`config.mk`:
```
export PLATFORM = sky130hd
export DESIGN_NAME = truth_table_sweeper
export DESIGN_NICKNAME = d
export VERILOG_FILES = /design/src/rtl/truth_table_sweeper.sv
export SDC_FILE = /design/constraint.sdc
export NUM_CORES = 1
export LEC_CHECK = 0
export BUFFER_PORTS_ARGS = -buffer_cell sky130_fd_sc_hd__buf_2
export CORE_MARGIN = 2
export CORE_UTILIZATION = 25
export CTS_CLUSTER_DIAMETER = 120
export DETAILED_ROUTE_END_ITERATION = 16
export GPL_TIMING_DRIVEN = 1
export SETUP_SLACK_MARGIN = 0.4
export SYNTH_ARGS = -nofsm -noshare
export SYNTH_HDL_FRONTEND = slang
export SYNTH_SLANG_ARGS = --single-unit
```
`constraint.sdc`:
```
create_clock -name clk -period 2.08 [get_ports clk]
set_input_delay 0.416 -clock clk [delete_from_list [all_inputs] [get_ports clk]]
set_output_delay 0.416 -clock clk [all_outputs]
set_load 0.02 [all_outputs]
```
`src/rtl/truth_table_sweeper.sv`:
```
// Drives all 16 input vectors into a 4-input combinational block and captures its truth table.
// Define TT_SWEEP_CHECK_EN to compile in the golden-table compare (EXPECTED, mismatch, err_count).
module truth_table_sweeper #(
    parameter int HOLD_CYCLES = 10
`ifdef TT_SWEEP_CHECK_EN
    ,
    parameter logic [15:0] EXPECTED = 16'h0000
`endif
) (
    input  logic        clk,
    input  logic        rst_n,
    input  logic        start,
    input  logic        f,
    output logic        x,
    output logic        y,
    output logic        w,
    output logic        z,
    output logic        busy,
    output logic        done,
    output logic [3:0]  index,
    output logic [15:0] truth_table
`ifdef TT_SWEEP_CHECK_EN
    ,
    output logic        mismatch,
    output logic [4:0]  err_count
`endif
);

    localparam int CW = (HOLD_CYCLES > 1) ? $clog2(HOLD_CYCLES) : 1;
    localparam logic [CW-1:0] LAST = CW'(HOLD_CYCLES - 1);

    typedef enum logic {
        IDLE  = 1'b0,
        DRIVE = 1'b1
    } state_t;

    state_t        state;
    logic [CW-1:0] hold_cnt;

    // busy mirrors state == DRIVE, so it doubles as the visible FSM state.
    always_ff @(posedge clk) begin
        if (!rst_n) begin
            state       <= IDLE;
            hold_cnt    <= '0;
            index       <= '0;
            busy        <= 1'b0;
            done        <= 1'b0;
            truth_table <= '0;
`ifdef TT_SWEEP_CHECK_EN
            mismatch    <= 1'b0;
            err_count   <= '0;
`endif
        end else begin
            done <= 1'b0;
            case (state)
                IDLE: begin
                    if (start) begin
                        state       <= DRIVE;
                        busy        <= 1'b1;
                        index       <= '0;
                        hold_cnt    <= '0;
                        truth_table <= '0;
`ifdef TT_SWEEP_CHECK_EN
                        mismatch    <= 1'b0;
                        err_count   <= '0;
`endif
                    end
                end
                DRIVE: begin
                    if (hold_cnt == LAST) begin
                        // f has settled for HOLD_CYCLES-1 full cycles on this vector.
                        truth_table[index] <= f;
                        hold_cnt           <= '0;
`ifdef TT_SWEEP_CHECK_EN
                        if (f != EXPECTED[index]) begin
                            mismatch <= 1'b1;
                            if (err_count != 5'd16) err_count <= err_count + 5'd1;
                        end
`endif
                        if (index == 4'd15) begin
                            state <= IDLE;
                            busy  <= 1'b0;
                            done  <= 1'b1;
                            index <= '0;
                        end else begin
                            index <= index + 4'd1;
                        end
                    end else begin
                        hold_cnt <= hold_cnt + CW'(1);
                    end
                end
                default: state <= IDLE;
            endcase
        end
    end

    // index is zero whenever idle, so stimulus returns to 0000 outside a sweep.
    assign {x, y, w, z} = index;

endmodule

```
==> flow_metrics.env, run 1 <==
export IMPL_drive_gt1_share_pct=23.70
export IMPL_synth_area_um2=1338
export IMPL_yosys_warnings=0
export IMPL_cts_max_level=1
export IMPL_fin_cells=243
export IMPL_path_clk_slew_ns=0.09
export IMPL_r2r_end="truth_table[1]"
export IMPL_grt_pass1_vias=1040
export IMPL_worstSetupEndpointType="flip-flop"
export IMPL_die_w_um=77.15
export IMPL_routed_wirelength_um=3261
export IMPL_grt_usage_pct=10.99
export IMPL_p_leak_nw=0.6382
export IMPL_grt_max_degree=21
export IMPL_reg2reg_from="state"
export IMPL_drv_cap=0
export IMPL_period_minus_slack_ns=1.579
export IMPL_min_delay_start="truth_table[13]"
export IMPL_area_growth_pct=18.05
export IMPL_fillers=584
export IMPL_drtIter0Drc=77
export IMPL_cts_tree="built"
export IMPL_ys_seq_area_share_pct=40.41
export IMPL_power_density_nw_per_um2=564.9
export IMPL_grt_pass1_wl_um=5333
export IMPL_overflow=0
export IMPL_critPathKind="flip-flop to flip-flop"
export IMPL_final_hold_violation_count=0
export IMPL_dr_pass1_iters=4
export IMPL_synthDistinctLibCells=39
export IMPL_slew_headroom_pct=66.73
export IMPL_slew_viol_final=0
export IMPL_clk_latency_ns=0.27
export IMPL_skew_ns=0.005978
export IMPL_place_port_buffers=29
export IMPL_core_area_um2=5140
export IMPL_viasPerCell=4.733
export IMPL_startpoint_type="flip-flop"
export IMPL_place_gp_congestion=0.7576
export IMPL_finalSetupViolCount=0
export IMPL_fin_crit_sh_pct=75.92
export IMPL_ant_nets=0
export IMPL_layout_common_cells="29 x buf_2, 25 x dfxtp_1, 11 x a21oi_1"
export IMPL_rsz0062_at_grt="true"
export IMPL_syn_nets=158
export IMPL_final_common_cell="buf_2"
export IMPL_min_to="truth_table[13]"
export IMPL_route_detailed_drc=0
export IMPL_std_cell_rows=26
export IMPL_ios=30
export IMPL_die_h_um=77.15
export IMPL_min_path_type="flip-flop to flip-flop"
export IMPL_cts_sinks=27
export IMPL_hpwl_um=2344
export IMPL_placed_area_um2=1501
export IMPL_antenna_found_initial=0
export IMPL_cts_buffers=3
export IMPL_reg2reg_depth=5
export IMPL_nNetsFinal=182
export IMPL_synth_cells=150
export IMPL_r2r_setup_slack_ns=0.50
export IMPL_clockBufferDepth=2
export IMPL_fmax_mhz=633.2
export IMPL_dieArea_um2=5951
export IMPL_initial_core_util_pct=26.02
export IMPL_vias=1150
export IMPL_cp_arrival_ns=1.74
export IMPL_ir_drop_mv=0.1914
export IMPL_whs_path_depth=2
export IMPL_crit_fanout=20
export IMPL_synth_area_per_cell_um2=8.917
export IMPL_worst_pin_slew_ns=0.4978
export IMPL_ys_ff_latch=27
export IMPL_finalSetupTns_ns=0
export IMPL_wire_per_inst_um=13.42
export IMPL_cp_required_ns=2.25
export IMPL_diodes=0
export IMPL_cts_hold_repair_buffers=0
export IMPL_place_inst=238
export IMPL_fin_area_um2=1579
export IMPL_status="complete, no violations"
export IMPL_root_buffer="clkbuf_8"
## area by class of cell
type / count / area, µm² / area share [%]
multi-input combinational: 105 / 716.9 / 45.40
tap: 70 / 87.58 / 5.547
clock buffer: 4 / 45.04 / 2.853
timing repair buffer: 31 / 163.9 / 10.38
sequential: 27 / 543.0 / 34.39
inverter: 6 / 22.52 / 1.426
## worst max-delay path by stage
stage	startpoint	endpoint	slack, ns
4_1_cts	state	truth_table[1]	0.43
3_3_place_gp	index[3]	truth_table[2]	0.45
2_1_floorplan	index[2]	truth_table[1]	0.61
5_1_grt	state	truth_table[10]	0.39
3_5_place_dp	index[3]	truth_table[1]	0.41
6_report	state	truth_table[1]	0.50
## critical path: stages (launching register included)
cell and delay, ns:
dfxtp_1 0.35, buf_6 0.18, or3b_1 0.40, o32ai_4 0.16
a21oi_1 0.11, a311oi_1 0.28
## report_power, final
group / internal, W / switching [W]
Combinational: 0.0000246 / 0.0000432
Sequential: 0.000523 / 0.00000549
Clock: 0.000137 / 0.000159
## sequential cells by signal, indices dropped and copies added, names as in the netlist
| name | cells |
|---|---|
| truth_table | 16 |
| hold_cnt | 4 |
| index | 4 |
| busy | 1 |
| done | 1 |
| state | 1 |
## logic make-up after synthesis
group                    Yosys count  synth area share [%]
adder cells (fa/ha/maj)            4                 3.742
AO/OA/AOI/OAI                     42                 20.86
XOR/XNOR                           2                 1.310
flip-flops                        27                 40.41
AND/OR/NAND/NOR                   53                 23.29
multiplexers                       4                 2.994
buffers and inverters             18                 7.390
## Yosys cell counts
cell type | number | area share [%]
dfxtp_1 | 27 | 40
a21oi_1 | 11 | 4.1
nand2_1 | 10 | 2.8
o21ai_0 | 9 | 3.4
a311oi_1 | 7 | 4.6
inv_1 | 6 | 1.7
nor2_1 | 6 | 1.7
and2_1 | 5 | 2.3
buf_4 | 5 | 2.8
nand3_1 | 5 | 1.9
buf_2 | 4 | 1.5
ha_1 | 4 | 3.7
mux2i_1 | 4 | 3.0
nand4_1 | 4 | 1.9
nor2b_1 | 4 | 1.9
nor3b_1 | 4 | 2.2
nor3_1 | 3 | 1.1
o22ai_1 | 3 | 1.4
a21boi_0 | 2 | 1.1
a31oi_1 | 2 | 0.94
and3_1 | 2 | 0.94
clkbuf_1 | 2 | 0.56
nand2b_1 | 2 | 0.94
nand4bb_1 | 2 | 1.7
o21a_1 | 2 | 1.1
o2bb2ai_1 | 2 | 1.3
a211oi_1 | 1 | 0.56
a21boi_1 | 1 | 0.56
and2b_1 | 1 | 0.56
and3_2 | 1 | 0.56
and4bb_2 | 1 | 0.94
buf_6 | 1 | 0.84
nand3b_1 | 1 | 0.56
nor4b_1 | 1 | 0.65
o211ai_1 | 1 | 0.56
o32ai_2 | 1 | 1.2
or3b_1 | 1 | 0.65
xnor2_1 | 1 | 0.65
xor2_1 | 1 | 0.65
## per-layer routing
layer / vias to the layer above / share of wire (%) / GRT usage, %
met5: - / 0 / 0
met4: 0 / 0.52 / 2.679
met3: 2 / 4.0 / 1.647
met2: 27 / 46 / 16.78
met1: 532 / 50 / 16.14
li1: 589 / - / -
## per-stage QoR
step	total power, W	utilization [%]	setup WS (ns)	hold slack (ns)
floorplan	0.0005857	-	0.6075	0.4925
global placement	0.0006028	29.21	0.4525	0.4546
detailed placement	0.0006032	29.21	0.4078	0.4484
CTS	0.0008972	30.33	0.4261	0.4680
global route	0.0009352	30.72	0.3886	0.4725
finish	0.0008920	30.72	0.5008	0.4674
## repair_timing
action / in CTS / in global routing
gates resized for setup: 2 / 4
hold endpoints to repair: 0 / 0
pin swaps: 0 / 1
endpoints found under the setup margin: 1 / 6
setup buffers: 0 / 1
No activity file was read; power rests on OpenSTA's default activity.
==> run 2, diff against run 1 <==
- ABC_AREA: unset -> 1
- clock period: 2.08 -> 1.3 ns (I/O delays scaled with it)
==> flow_metrics.env, run 2 <==
export IMPL_drv_cap=0
export IMPL_yosysMostFrequentCell="nand2_1"
export IMPL_cts_tree="built"
export IMPL_final_hold_violation_count=0
export IMPL_antenna_found_initial=0
export IMPL_synth_common_cells="53 x nand2_1, 36 x inv_1, 27 x dfxtp_1"
export IMPL_status="complete, no violations"
export IMPL_fin_crit_sh_pct=92.79
export IMPL_synth_area_per_cell_um2=6.686
export IMPL_final_common_cell="nand2_1"
export IMPL_met3_length_um=206
export IMPL_ir_drop_mv=0.4625
export IMPL_worstPathCellList="inv_4 > nor2_4 > nand2_4 > nand2_4 > nand2_4 > nand2_4 > buf_4 > o21ai_2"
export IMPL_cp_required_ns=1.49
export IMPL_worst_path_most_repeated_cell="nand2_4"
export IMPL_std_cell_rows=28
export IMPL_rsz0062_at_grt="true"
export IMPL_clockBufferDepth=2
export IMPL_grt_pass1_wl_um=6775
export IMPL_slowest_delay_ns=0.38
export IMPL_cpMaxStageDelayCell="dfxtp_4"
export IMPL_ios=30
export IMPL_nNetsFinal=288
export IMPL_clk_latency_ns=0.29
export IMPL_switching_share_pct=29.19
export IMPL_synthFlopType="dfxtp_1"
export IMPL_viasPerCell=4.520
export IMPL_wl_met1_um=1935
export IMPL_skew_ns=0.01997
export IMPL_crit_fanout=6
export IMPL_period_minus_slack_ns=1.206
export IMPL_synthDistinctLibCells=23
export IMPL_grt_max_degree=17
export IMPL_place_gp_congestion=0.8142
export IMPL_critPathBufInv=2
export IMPL_fillers=609
export IMPL_syn_nets=229
export IMPL_drtIter0Drc=100
export IMPL_ys_seq_area_share_pct=36.58
export IMPL_die_h_um=80.88
export IMPL_path_clk_slew_ns=0.11
export IMPL_synth_edff_count=0
export IMPL_power_switching_w=0.0004960
export IMPL_worstSetupEndpointType="flip-flop"
export IMPL_die_w_um=80.88
export IMPL_routed_wirelength_um=4138
export IMPL_intPower_w=0.001203
export IMPL_wire_per_inst_um=11.69
export IMPL_grt_usage_pct=13.29
export IMPL_startpoint_type="flip-flop"
export IMPL_grt_pass1_vias=1436
export IMPL_synth_area_um2=1478
export IMPL_power_frac_clock_pct=30.1
export IMPL_fmax_mhz=829.0
export IMPL_root_buffer="clkbuf_8"
export IMPL_power_density_nw_per_um2=709.9
export IMPL_largest_reg_flops=16
export IMPL_slew_viol_final=0
export IMPL_diodes=0
export IMPL_path_delay_family="simple AND/OR/NAND/NOR gates"
export IMPL_p_comb_share_pct=19.3
export IMPL_cts_sinks=27
export IMPL_layout_common_cells="44 x nand2_1, 28 x buf_6, 27 x buf_4"
export IMPL_slew_headroom_pct=79.91
export IMPL_route_detailed_drc=0
export IMPL_core_area_um2=5816
export IMPL_cts_max_level=1
export IMPL_finalSetupViolCount=0
export IMPL_finalSetupTns_ns=0
export IMPL_largest_register="truth_table"
export IMPL_vias=1600
export IMPL_initial_core_util_pct=25.41
export IMPL_synth_cells=221
export IMPL_place_port_buffers=29
export IMPL_p_seq_share_pct=50.6
export IMPL_ys_ff_latch=27
export IMPL_yosys_warnings=0
export IMPL_synth_area_leaders="dfxtp_1 37%, nand2_1 13%, inv_1 9.1%"
export IMPL_reg_top3="truth_table: 16 flops, hold_cnt: 4 flops, index: 4 flops"
export IMPL_cts_hold_repair_buffers=0
export IMPL_ant_nets=0
export IMPL_cp_arrival_ns=1.40
export IMPL_cts_buffers=3
export IMPL_hpwl_um=2839
export IMPL_fin_cells=354
export IMPL_worst_pin_slew_ns=0.2998
export IMPL_drive_gt1_share_pct=51.97
export IMPL_dr_max_layer_used="met4"
export IMPL_yosysTopAreaCell="dfxtp_1"
export IMPL_place_inst=323
export IMPL_min_path_type="input port to flip-flop"
export IMPL_dr_pass1_iters=5
export IMPL_critPathKind="flip-flop to flip-flop"
export IMPL_overflow=0
export IMPL_p_leak_nw=1.057
export IMPL_dieArea_um2=6542
export IMPL_area_growth_pct=61.98
export IMPL_yosysTopAreaCellShare_pct=36.58
export IMPL_postSynth_asyncResetShare_pct=0
export IMPL_route_met2_wl_um=1962
-- run 2: changes by cell type in the layout (fill, tap and decap cells not counted), sizes merged, moves of 11 or more --
cell   change
nand3     +15
inv       +31
buf       +32
nand2     +49
nor2      +11
-- run 2: path summary, 6_finish.rpt --
| check | start | cells past startpoint | endpoint | slack, ns |
|---|---|---|---|---|
| max | hold_cnt[0] | 8 | index[1] | 0.09 |
| max reg2reg | hold_cnt[0] | 8 | index[1] | 0.09 |
| min reg2reg | truth_table[8] | 2 | truth_table[8] | 0.46 |
| min | f | 3 | truth_table[15] | 0.28 |
-- run 2: cell type report --
type,instances,area (µm²),share of cell area (%)
Multi-Input combinational cell,148,935.9,39.10
Sequential cell,27,590.6,24.67
Timing Repair Buffer,63,573.1,23.94
Inverter,37,151.4,6.325
Tap cell,75,93.84,3.921
Clock buffer,3,41.29,1.725
Clock inverter,1,7.507,0.3136
-- run 2: tightest hold or removal path, cell delays in order --
cell and delay (ns):
buf_2 0.16, nand2_1 0.07, nand2_1 0.04
-- run 2: cells by family after synthesis --
kind of cell / Yosys count / synth area share (%)
compound gates: 32 / 11.01
buf+inv: 47 / 14.06
simple gates: 109 / 33.79
flops: 27 / 36.58
fa+ha+maj: 4 / 3.387
xor+xnor: 2 / 1.186
-- run 2: power by group through the flow --
stage	Sequential (W)	Combinational, W	Clock [W]
2_1_floorplan	0.000896	0.000149	0
3_3_place_gp	0.000880	0.000229	0
3_5_place_dp	0.000881	0.000230	0
4_1_cts	0.000859	0.000294	0.000540
5_1_grt	0.000864	0.000359	0.000580
6_report	0.000860	0.000328	0.000511
-- run 2: timing repair --
action	CTS	global route
resized for setup	80	26
endpoints found under the setup margin	53	52
gates cloned	1	0
pin swaps	20	15
endpoints found under the hold margin	0	0
setup buffers	18	8
-- run 2: through the flow --
stage / hold slack, ns / setup WS, ns / power, W / instance area (µm²) / util (%)
2_1_floorplan: 0.3590 / 0.1732 / 0.001045 / 1619 / -
3_3_place_gp: 0.4392 / 0.06010 / 0.001109 / 1831 / 31.48
3_5_place_dp: 0.4434 / 0.05044 / 0.001111 / 1831 / 31.48
4_1_cts: 0.2499 / 0.1264 / 0.001693 / 2252 / 38.73
5_1_grt: 0.2714 / 0.01490 / 0.001803 / 2394 / 41.16
6_report: 0.2771 / 0.09369 / 0.001699 / 2394 / 41.16
-- run 2: per-layer routing --
layer,global-route usage (%),vias to the layer above
met5,0,-
met4,2.712,0
met3,3.444,4
met2,21.07,38
met1,18.20,738
li1,-,820
